<file path="config.mk">
export PLATFORM = sky130hd
export DESIGN_NAME = dmem_sched
export DESIGN_NICKNAME = d
export VERILOG_FILES = /design/src/rtl/dmem_sched.sv
export SDC_FILE = /design/constraint.sdc
export NUM_CORES = 1
export LEC_CHECK = 0
export CAP_MARGIN = 20
export CELL_PAD_IN_SITES_DETAIL_PLACEMENT = 1
export CELL_PAD_IN_SITES_GLOBAL_PLACEMENT = 2
export CORE_MARGIN = 1.5
export CORE_UTILIZATION = 41
export CTS_BUF_LIST = sky130_fd_sc_hd__clkbuf_16
export CTS_CLUSTER_SIZE = 25
export DETAILED_ROUTE_END_ITERATION = 7
export DONT_BUFFER_PORTS = 1
export PLACE_DENSITY = 0.89
export SKIP_LAST_GASP = 1
export SLEW_MARGIN = 20
export SYNTH_ARGS = -nofsm -noshare
export SYNTH_HDL_FRONTEND = slang
export SYNTH_SLANG_ARGS = --single-unit
</file>
<file path="constraint.sdc">
create_clock -name clk -period 2.2 [get_ports clk]
set_input_delay 0.33 -clock clk [delete_from_list [all_inputs] [get_ports clk]]
set_output_delay 0.33 -clock clk [all_outputs]
set_load 0.1 [all_outputs]
</file>
<file path="src/rtl/dmem_sched.sv">
// Dual-lane data-memory scheduler: serializes two memory-stage slots onto one
// memory port in program order and stalls execute-to-memory until both finish.
module dmem_sched #(
    parameter int ADDR_W = 32,
    parameter int DATA_W = 32
) (
    input  logic                    clk,
    input  logic                    rst,
    input  logic                    flush,
    input  logic [1:0]              lane_valid,
    input  logic [1:0]              lane_we,
    input  logic [2*ADDR_W-1:0]     lane_addr,
    input  logic [2*DATA_W-1:0]     lane_wdata,
    input  logic [2*DATA_W/8-1:0]   lane_be,
    output logic                    mem_stall,
    output logic [1:0]              lane_done,
    output logic [2*DATA_W-1:0]     lane_rdata,
    output logic                    dmem_req,
    output logic                    dmem_we,
    output logic [ADDR_W-1:0]       dmem_addr,
    output logic [DATA_W-1:0]       dmem_wdata,
    output logic [DATA_W/8-1:0]     dmem_be,
    input  logic                    dmem_gnt,
    input  logic                    dmem_rvalid,
    input  logic [DATA_W-1:0]       dmem_rdata
);

    localparam int BE_W = DATA_W / 8;

    typedef enum logic [2:0] {
        IDLE,
        REQ0,
        WAIT0,
        REQ1,
        WAIT1,
        DONE,
        DRAIN
    } state_e;

    state_e                 state_q, state_d;
    logic [1:0]             valid_q;
    logic [1:0]             we_q;
    logic [2*ADDR_W-1:0]    addr_q;
    logic [2*DATA_W-1:0]    wdata_q;
    logic [2*BE_W-1:0]      be_q;
    logic [2*DATA_W-1:0]    rdata_q;
    logic [1:0]             done_q, done_d;
    logic                   start;

    // A new group is accepted only from IDLE and only when not being flushed.
    assign start = (state_q == IDLE) && (|lane_valid) && !flush;

    // NOTE: sequential state uses non-blocking assignments so every register
    // samples pre-edge values regardless of process ordering.
    always_ff @(posedge clk or negedge rst) begin
        if (!rst) begin
            state_q <= IDLE;
        end else begin
            state_q <= state_d;
        end
    end

    // NOTE: every variable in a combinational block gets a default first so
    // that no path through the case leaves it unassigned (no latch).
    always_comb begin
        state_d = state_q;
        unique case (state_q)
            IDLE: begin
                if (start) state_d = lane_valid[0] ? REQ0 : REQ1;
            end
            REQ0, REQ1: begin
                if (dmem_gnt) begin
                    if (flush)                 state_d = DRAIN;
                    else if (state_q == REQ0)  state_d = WAIT0;
                    else                       state_d = WAIT1;
                end else if (flush) begin
                    state_d = IDLE;
                end
            end
            WAIT0: begin
                if (dmem_rvalid) begin
                    if (flush)           state_d = IDLE;
                    else if (valid_q[1]) state_d = REQ1;
                    else                 state_d = DONE;
                end else if (flush) begin
                    state_d = DRAIN;
                end
            end
            WAIT1: begin
                if (dmem_rvalid)  state_d = flush ? IDLE : DONE;
                else if (flush)   state_d = DRAIN;
            end
            DONE:    state_d = IDLE;
            DRAIN: begin
                if (dmem_rvalid) state_d = IDLE;
            end
            default: state_d = IDLE;
        endcase
    end

    always_comb begin
        mem_stall  = 1'b0;
        dmem_req   = 1'b0;
        dmem_we    = we_q[0];
        dmem_addr  = addr_q[ADDR_W-1:0];
        dmem_wdata = wdata_q[DATA_W-1:0];
        dmem_be    = be_q[BE_W-1:0];
        unique case (state_q)
            IDLE:                      mem_stall = (|lane_valid) && !flush;
            REQ0:                      begin mem_stall = 1'b1; dmem_req = 1'b1; end
            REQ1: begin
                mem_stall  = 1'b1;
                dmem_req   = 1'b1;
                dmem_we    = we_q[1];
                dmem_addr  = addr_q[ADDR_W +: ADDR_W];
                dmem_wdata = wdata_q[DATA_W +: DATA_W];
                dmem_be    = be_q[BE_W +: BE_W];
            end
            WAIT0, WAIT1, DRAIN:       mem_stall = 1'b1;
            default:                   mem_stall = 1'b0;
        endcase
        // The IDLE term depends on live inputs, so reset must mask it directly.
        if (!rst) mem_stall = 1'b0;
    end

    assign done_d = (state_d == DONE) ? valid_q : 2'b00;

    always_ff @(posedge clk or negedge rst) begin
        if (!rst) begin
            valid_q <= '0;
            we_q    <= '0;
            addr_q  <= '0;
            wdata_q <= '0;
            be_q    <= '0;
            rdata_q <= '0;
            done_q  <= '0;
        end else begin
            done_q <= done_d;
            if (start) begin
                valid_q <= lane_valid;
                we_q    <= lane_we;
                addr_q  <= lane_addr;
                wdata_q <= lane_wdata;
                be_q    <= lane_be;
                rdata_q <= '0;
            end else if (dmem_rvalid && !flush) begin
                if (state_q == WAIT0 && !we_q[0]) rdata_q[DATA_W-1:0]      <= dmem_rdata;
                if (state_q == WAIT1 && !we_q[1]) rdata_q[DATA_W +: DATA_W] <= dmem_rdata;
            end
        end
    end

    // A flush arriving in DONE cancels the completion pulse of that same cycle.
    assign lane_done  = done_q & {2{!flush}};
    assign lane_rdata = rdata_q;

endmodule

</file>
# Word-level counts from Yosys, hierarchy flattened
# Cells that the tools add are included.
# classes
eq_ne	6
n_mux	26
bitwise_logic	1
reduce_logical	18
# ops
op	count
$mux 32	4
$mux 64	2
$mux 3	12
$pmux 3 s5	1
$eq 3x3->1 const B	3
$eq 3x2->1 const B	2
$logic_and 1x1->1	6
$reduce_bool 2->1	3
$reduce_or 5->1	1
$mux 2	2
$mux 4	1
$reduce_and 2->1	2
$reduce_or 2->1	2
$eq 3x1->1 const B	1
$logic_not 1->1	3
$logic_not 3->1	1
$mux 1	3
$and 2x2->2	1
$pmux 1 s2	1
# totals
register_bits	209
output_inout_bits	137
word_cells	60

# Logic depth before layout (Yosys ltp)
# Gate-level depths: netlist (run 1).
# logic_depth
ltp_word	7
mapped_depth	8
ltp_nobuf	4

# Worst setup path before layout (run 1)
# OpenSTA, ideal clock, no wires.
# synth_timing
path_type	register to output
from	register state_q[1]
to	output port mem_stall
t_arrival_ps	2673
setup_slack_ps	-803
stages_incl_launch_ff	9
path_buffers	4
path_cell_list	dfrtp_1 > buf_6 > nor4_4 > o21a_1 > buf_4 > buf_6 > buf_4 > nor4_1 > nor2_1
# synth_between
elab_chain_len	4
elab_cells_between_ends	9
classes_between	5 x eq/ne; 2 x mux; 2 x reduce/logical
# synth_lines
element	line	text
start, declared	40	state_e state_q, state_d;
start signal, assigned	59	state_q <= state_d;
$eq 3x1->1 (tied with other cells)	108	unique case (state_q)
$reduce_or 5->1 (no line)	--	
$pmux 1 s2 *	108	
$mux 1 *	123	if (!rst) mem_stall = 1'b0;
end, declared	15	output logic mem_stall,
# Every way passes the cells marked *; elsewhere a longest branch is shown, timed or not.

# Worst setup path after layout (run 1)
# layout_timing
from	register state_q[2]
to	output port dmem_wdata[27]
# layout_between
elab_chain_len	2
# layout_lines
element	line	text
$eq 3x2->1	108	
$mux 32	108	
end, declared	21	output logic [DATA_W-1:0] dmem_wdata,
# Every way passes these cells.

==> results of run 1 <==
==> layer usage <==
metal	wire, um	global-route usage	share of wire	up-vias
met3	2472	0.07047	0.063	111
met2	20610	0.5917	0.53	403
met1	14340	0.3529	0.37	3784
met5	10	0	0.00026	-
met4	1642	0.1356	0.042	2
li1	-	-	-	3064
==> timing repair <==
item,CTS,global route
pin swaps,2,3
setup endpoints to repair,70,127
buffers inserted,8,4
gates cloned,4,0
gates resized for setup,32,11
endpoints found under the hold margin,413,209
==> through the flow <==
step             util  cells  setup TNS [ns]  hold WS [ns]
6_report       0.6345   1338          -11.19       -0.5023
5_1_grt        0.6344   1337          -13.25       -0.5147
4_1_cts        0.6313   1326          -8.619       -0.5146
3_5_place_dp   0.5094   1099               0       0.03853
3_3_place_gp   0.5094   1099               0       0.03996
2_1_floorplan       -    703      -0.0009770       0.03441
==> sequential cells by signal, summed over array words and instances (netlist names) <==
| name | cells |
|---|---|
| addr_q | 64 |
| wdata_q | 64 |
| state_q | 3 |
| we_q | 2 |
| valid_q | 2 |
| be_q | 8 |
| lane_rdata | 64 |
| done_q | 2 |
==> cell type report <==
| class | count | area share |
|---|---|---|
| antenna | 10 | 0.001737 |
| inverter | 4 | 0.001042 |
| clock inverter | 18 | 0.009725 |
| sequential | 209 | 0.3631 |
| tap | 285 | 0.02475 |
| clock buffer | 24 | 0.04168 |
| timing repair buffer | 346 | 0.2859 |
| multi-input combinational | 442 | 0.2720 |
==> worst reg2reg max path, stage by stage, from the launching register on <==
cell     delay [ns]
dfrtp_1        0.40
buf_6          0.14
buf_4          0.17
nor3b_1        0.53
and3_1         0.31
buf_12         0.20
nand2_1        0.12
a21oi_1        0.17
==> path summary, 6_finish.rpt <==
| check | depth (start not counted) | slack (ns) | end |
|---|---|---|---|
| setup / recovery | 6 | -0.23 | dmem_wdata[27] |
| hold / removal | 0 | -0.50 | be_q[4] |
| setup reg to reg | 7 | 0.05 | lane_rdata[20] |
| hold reg to reg | 1 | 0.52 | wdata_q[60] |
| max in group asynchronous | 0 | 2.36 | wdata_q[37] |
| min in group clk | 2 | 0 | lane_rdata[42] |
==> synthesized netlist by cell type, types with 2 or more instances <==
cell type / number
dfrtp_1: 209
nand2_1: 137
mux2_2: 107
mux2_4: 100
a21oi_1: 68
buf_2: 17
buf_12: 11
buf_6: 9
buf_4: 7
clkbuf_1: 4
inv_1: 4
and3_1: 3
nor2_1: 3
nand2b_1: 2
nor2b_1: 2
nor4_1: 2
o21ai_0: 2
==> kinds of logic (layout without fill, tap and decap cells) <==
| family | Yosys count | count (layout) |
|---|---|---|
| XOR/XNOR | 1 | 1 |
| buffers and inverters | 52 | 392 |
| AND/OR/NAND/NOR | 159 | 159 |
| AO/OA/AOI/OAI | 75 | 75 |
| multiplexers | 207 | 207 |
| other | 0 | 10 |
| flip-flops | 209 | 209 |
==> results.json, run 1 <==
{
  "multiInputGateArea_sq_um": 3920,
  "yosys-mux-area-fraction": 0.2849,
  "synth_xor_area_frac": 0.0009221,
  "port_buffers": 0,
  "whs_ns": -0.5023,
  "outcome": "finished with violations",
  "min_path_type": "in2async",
  "cpMostUsedCell": "buf_12",
  "grt_max_degree": 211,
  "drt_iter0_drc": 470,
  "dp_hpwl_mm": 19.37,
  "crit_path_max_incr_delay_ns": 0.40,
  "final_hold_viol_count": 209,
  "drive_gt1_frac": 0.4036,
  "slew_viol_final": 0,
  "skew_ns": 0.02221,
  "crit_required_ns": 1.87,
  "fin_crit_ns": 2.427,
  "fin_nets": 1204,
  "overflow": 0,
  "antenna_found_initial": 11,
  "cts-root-buf": "clkbuf_16",
  "grt_usage": 0.3198,
  "die_height_um": 155.2,
  "clk_pin_slew_ns": 0.07,
  "ctsHoldBuffers": 173,
  "synthSimpleGateAreaFrac": 0.07048,
  "endpoint_kind": "output port",
  "layout_setup_ws_ns": -0.2268,
  "core.rowCount": 55,
  "placed_cell_area_sq_um": 11570,
  "startpoint_type": "flop",
  "syn_avg_cell_area_sq_um": 13.51,
  "syn_inst": 703,
  "clock_sinks": 209,
  "numCtsBuffers": 24,
  "slew_headroom": 0.5911,
  "final_cell_mix": "dfrtp_1 (207), dlygate4sd3_1 (173), nand2_1 (137)",
  "grt_pass1_wl_mm": 57.04,
  "drc": 0,
  "pre_cts_ws_ns": 0.1578,
  "gp_congestion": 0.8640,
  "critPathSlowestCell": "dfrtp_1",
  "setup_viol_count_final": 70,
  "violations": "hold timing, setup timing",
  "path_cells": "nand3b_1 > buf_6 > buf_12 > buf_16 > mux2_4 > buf_12",
  "vias": 7364,
  "cp_num_buf_inv": 4,
  "chipWidth_um": 155.2,
  "yosysTopAreaCellShare": 0.5507,
  "ctsHtreeMaxLevel": 1,
  "crit_fanout": 8,
  "max-cap-violations": 0,
  "synth_area_sq_um": 9498,
  "initial_core_util": 0.4182,
  "final-seq-area_sq_um": 5233,
  "timing.final.crit_share": 1.103,
  "syn_to_final_growth_pct": 51.72,
  "rsz0062_at_grt": "yes",
  "synthAdderAreaFrac": 0,
  "synth-compound-area-share": 0.04150,
  "async_flop_share": 1.000,
  "ys_warn_count": 0,
  "core_area_sq_um": 22710,
  "crit_start": "state_q[2]",
  "clk_latency_ns": 0.53,
  "fmax_mhz": 412.1,
  "layout_commonest_cell": "dfrtp_1",
  "grt_pass1_vias": 8608,
  "clockBufferDepth": 3,
  "critPathArrivalTime_ns": 2.10,
  "antenna_left": 0,
  "design_area_sq_um": 14410,
  "ys_types": 33,
  "synth-main-ff-cell": "dfrtp_1",
  "ios": 314,
  "synth_area_leader_cell": "dfrtp_1",
  "worstReg2RegStart": "state_q[2]",
  "synth_edf_count": 0,
  "wl_per_cell_um": 29.21,
  "worst_pin_slew_ns": 0.6121,
  "dr.pass1.iters": 5,
  "synth_top_family_by_area": "multiplexers",
  "die-area_sq_um": 24090,
  "synth.yosys.seq_area_share": 0.5507,
  "synth_area_leaders": "dfrtp_1 (55%), mux2_4 (16%), mux2_2 (13%)",
  "syn-num-nets": 880,
  "cts_tree": "built",
  "fill_cells": 2079,
  "synth-seq-cells": 209,
  "vias_per_cell": 5.504,
  "path_class": "reg2out",
  "critical_path.top_delay_family": "buffers and inverters",
  "routed_wl_mm": 39.08
}
Power of run 1 is not shown: default switching activity piles up to over one toggle a cycle in this logic, so the estimate is an artifact.
==> inputs of run 2 (changes only) <==
- CORE_UTILIZATION: 41 -> 37
- PLACE_DENSITY: 0.89 -> 0.85
- clock period: 2.2 -> 2.08 ns (I/O delays scaled with it)
==> run 2 against run 1 <==
  * The run still ends with hold timing, setup timing left
  * Count of clock-buffer cells in the layout increased by 2
  * Die area grew 11%
  * Core utilization shrank 4.7 points
  * Global-route usage down 5.2 points
==> results.json, run 2 (synthesis results as in run 1) <==
{
  "dr.pass1.iters": 4,
  "min_path_type": "in2async",
  "setup_tns_ns": -21.29,
  "crit_required_ns": 1.77,
  "cts-root-buf": "clkbuf_16",
  "dp_hpwl_mm": 18.75,
  "fin_crit_ns": 2.434,
  "initial_core_util": 0.3772,
  "die_height_um": 163.2,
  "violations": "hold timing, setup timing",
  "path_class": "reg2out",
  "antenna_found_initial": 4,
  "grt_pass1_vias": 8234,
  "startpoint_type": "flop",
  "layout_setup_ws_ns": -0.3544,
  "clk_latency_ns": 0.53,
  "routed_wl_mm": 38.77,
  "grt_max_degree": 211,
  "worst_pin_slew_ns": 0.4698,
  "clock_sinks": 209,
  "endpoint_kind": "output port",
  "gp_congestion": 0.7423,
  "ctsHoldBuffers": 176,
  "drt_iter0_drc": 507,
  "layout_commonest_cell": "dfrtp_1",
  "die-area_sq_um": 26640,
  "fmax_mhz": 410.8,
  "grt_pass1_wl_mm": 52.71,
  "setup_viol_count_final": 70,
  "skew_ns": 0.01447,
  "outcome": "finished with violations",
  "critPathArrivalTime_ns": 2.12,
  "wl_met3_mm": 2.670,
  "clk_pin_slew_ns": 0.06,
  "wl_met2_mm": 20.90,
  "core_area_sq_um": 25180,
  "vias": 7292,
  "whs_ns": -0.5161,
  "final_hold_viol_count": 209,
  "max-cap-violations": 0,
  "vias_per_cell": 5.220,
  "routed.top_layer": "met4",
  "met1_length_mm": 13.97,
  "crit_fanout": 9,
  "clockBufferDepth": 3,
  "drc": 0,
  "slew_headroom": 0.6868,
  "antenna_left": 0,
  "ios": 314,
  "timing.final.crit_share": 1.170,
  "rsz0062_at_grt": "yes",
  "fill_cells": 2403,
  "chipWidth_um": 163.2,
  "overflow": 0,
  "syn_to_final_growth_pct": 55.68,
  "final_cell_mix": "dfrtp_1 (206), dlygate4sd3_1 (176), nand2_1 (137)",
  "ctsHtreeMaxLevel": 1,
  "r2r_cells": 7,
  "slew_viol_final": 0,
  "port_buffers": 0,
  "fin_nets": 1220,
  "numCtsBuffers": 26,
  "grt_usage": 0.2675,
  "wl_per_cell_um": 27.75,
  "cts_tree": "built",
  "core.rowCount": 58,
  "drive_gt1_frac": 0.4149
}
[run 2: cell count changes in the layout (fill, tap and decap cells not counted), sizes merged]
| cell | delta |
|---|---|
| clkinv | +5 |
| clkbuf | +8 |
| buf | +5 |
| dlygate4sd3 | +3 |
| diode | -6 |
| clkinvlp | -1 |
[run 2: repair_timing]
action | CTS | global route
gates cloned | 2 | 6
setup buffers | 8 | 5
gates resized for setup | 8 | 32
endpoints found under the hold margin | 415 | 209
pin swaps | 1 | 2
setup endpoints to repair | 70 | 98
[run 2: cell type report]
type	instances	area (sq um)	area share
Timing Repair Buffer	360	4369	0.2955
Clock inverter	22	175.2	0.01185
Antenna cell	4	10.01	0.0006769
Clock buffer	26	650.6	0.04400
Multi-Input combinational cell	442	3920	0.2651
Tap cell	330	412.9	0.02792
Sequential cell	209	5234	0.3540
Inverter	4	15.01	0.001015
[run 2: path summary, 6_finish.rpt]
| check | end | slack, ns | start |
|---|---|---|---|
| min in group clk | state_q[1] | 0.06 | lane_valid[0] |
| max reg2reg | addr_q[26] | 0.04 | state_q[2] |
| min | lane_rdata[17] | -0.52 | rst |
| min reg2reg | addr_q[34] | 0.50 | addr_q[34] |
| max | dmem_addr[11] | -0.35 | state_q[0] |
| max in group asynchronous | state_q[0] | 2.17 | rst |
[run 2: per-stage QoR]
step	utilization	area, sq um	hold WS [ns]	std cells	worst slack [ns]
after global routing	0.5872	14790	-0.5519	1397	-0.4033
after global placement	0.4663	11740	0.02116	1148	0.1524
after floorplan	-	9543	0.01641	703	-0.1030
final	0.5872	14790	-0.5161	1397	-0.3544
after detailed placement	0.4663	11740	0.02109	1148	0.09096
after CTS	0.5744	14460	-0.5463	1382	-0.3241
[run 2: metal layers]
metal | global-route usage | vias up
met5 | 0 | -
li1 | - | 3095
met4 | 0.09091 | 0
met2 | 0.4977 | 358
met3 | 0.06374 | 71
met1 | 0.2956 | 3768
[run 2: critical path, cell delays in order, from the launching register on]
cell and delay, ns:
dfrtp_2 0.44, nand3b_1 0.18, buf_12 0.19, clkbuf_16 0.19
mux2_2 0.39, buf_12 0.18
Power of run 2 is left out for the same reason.
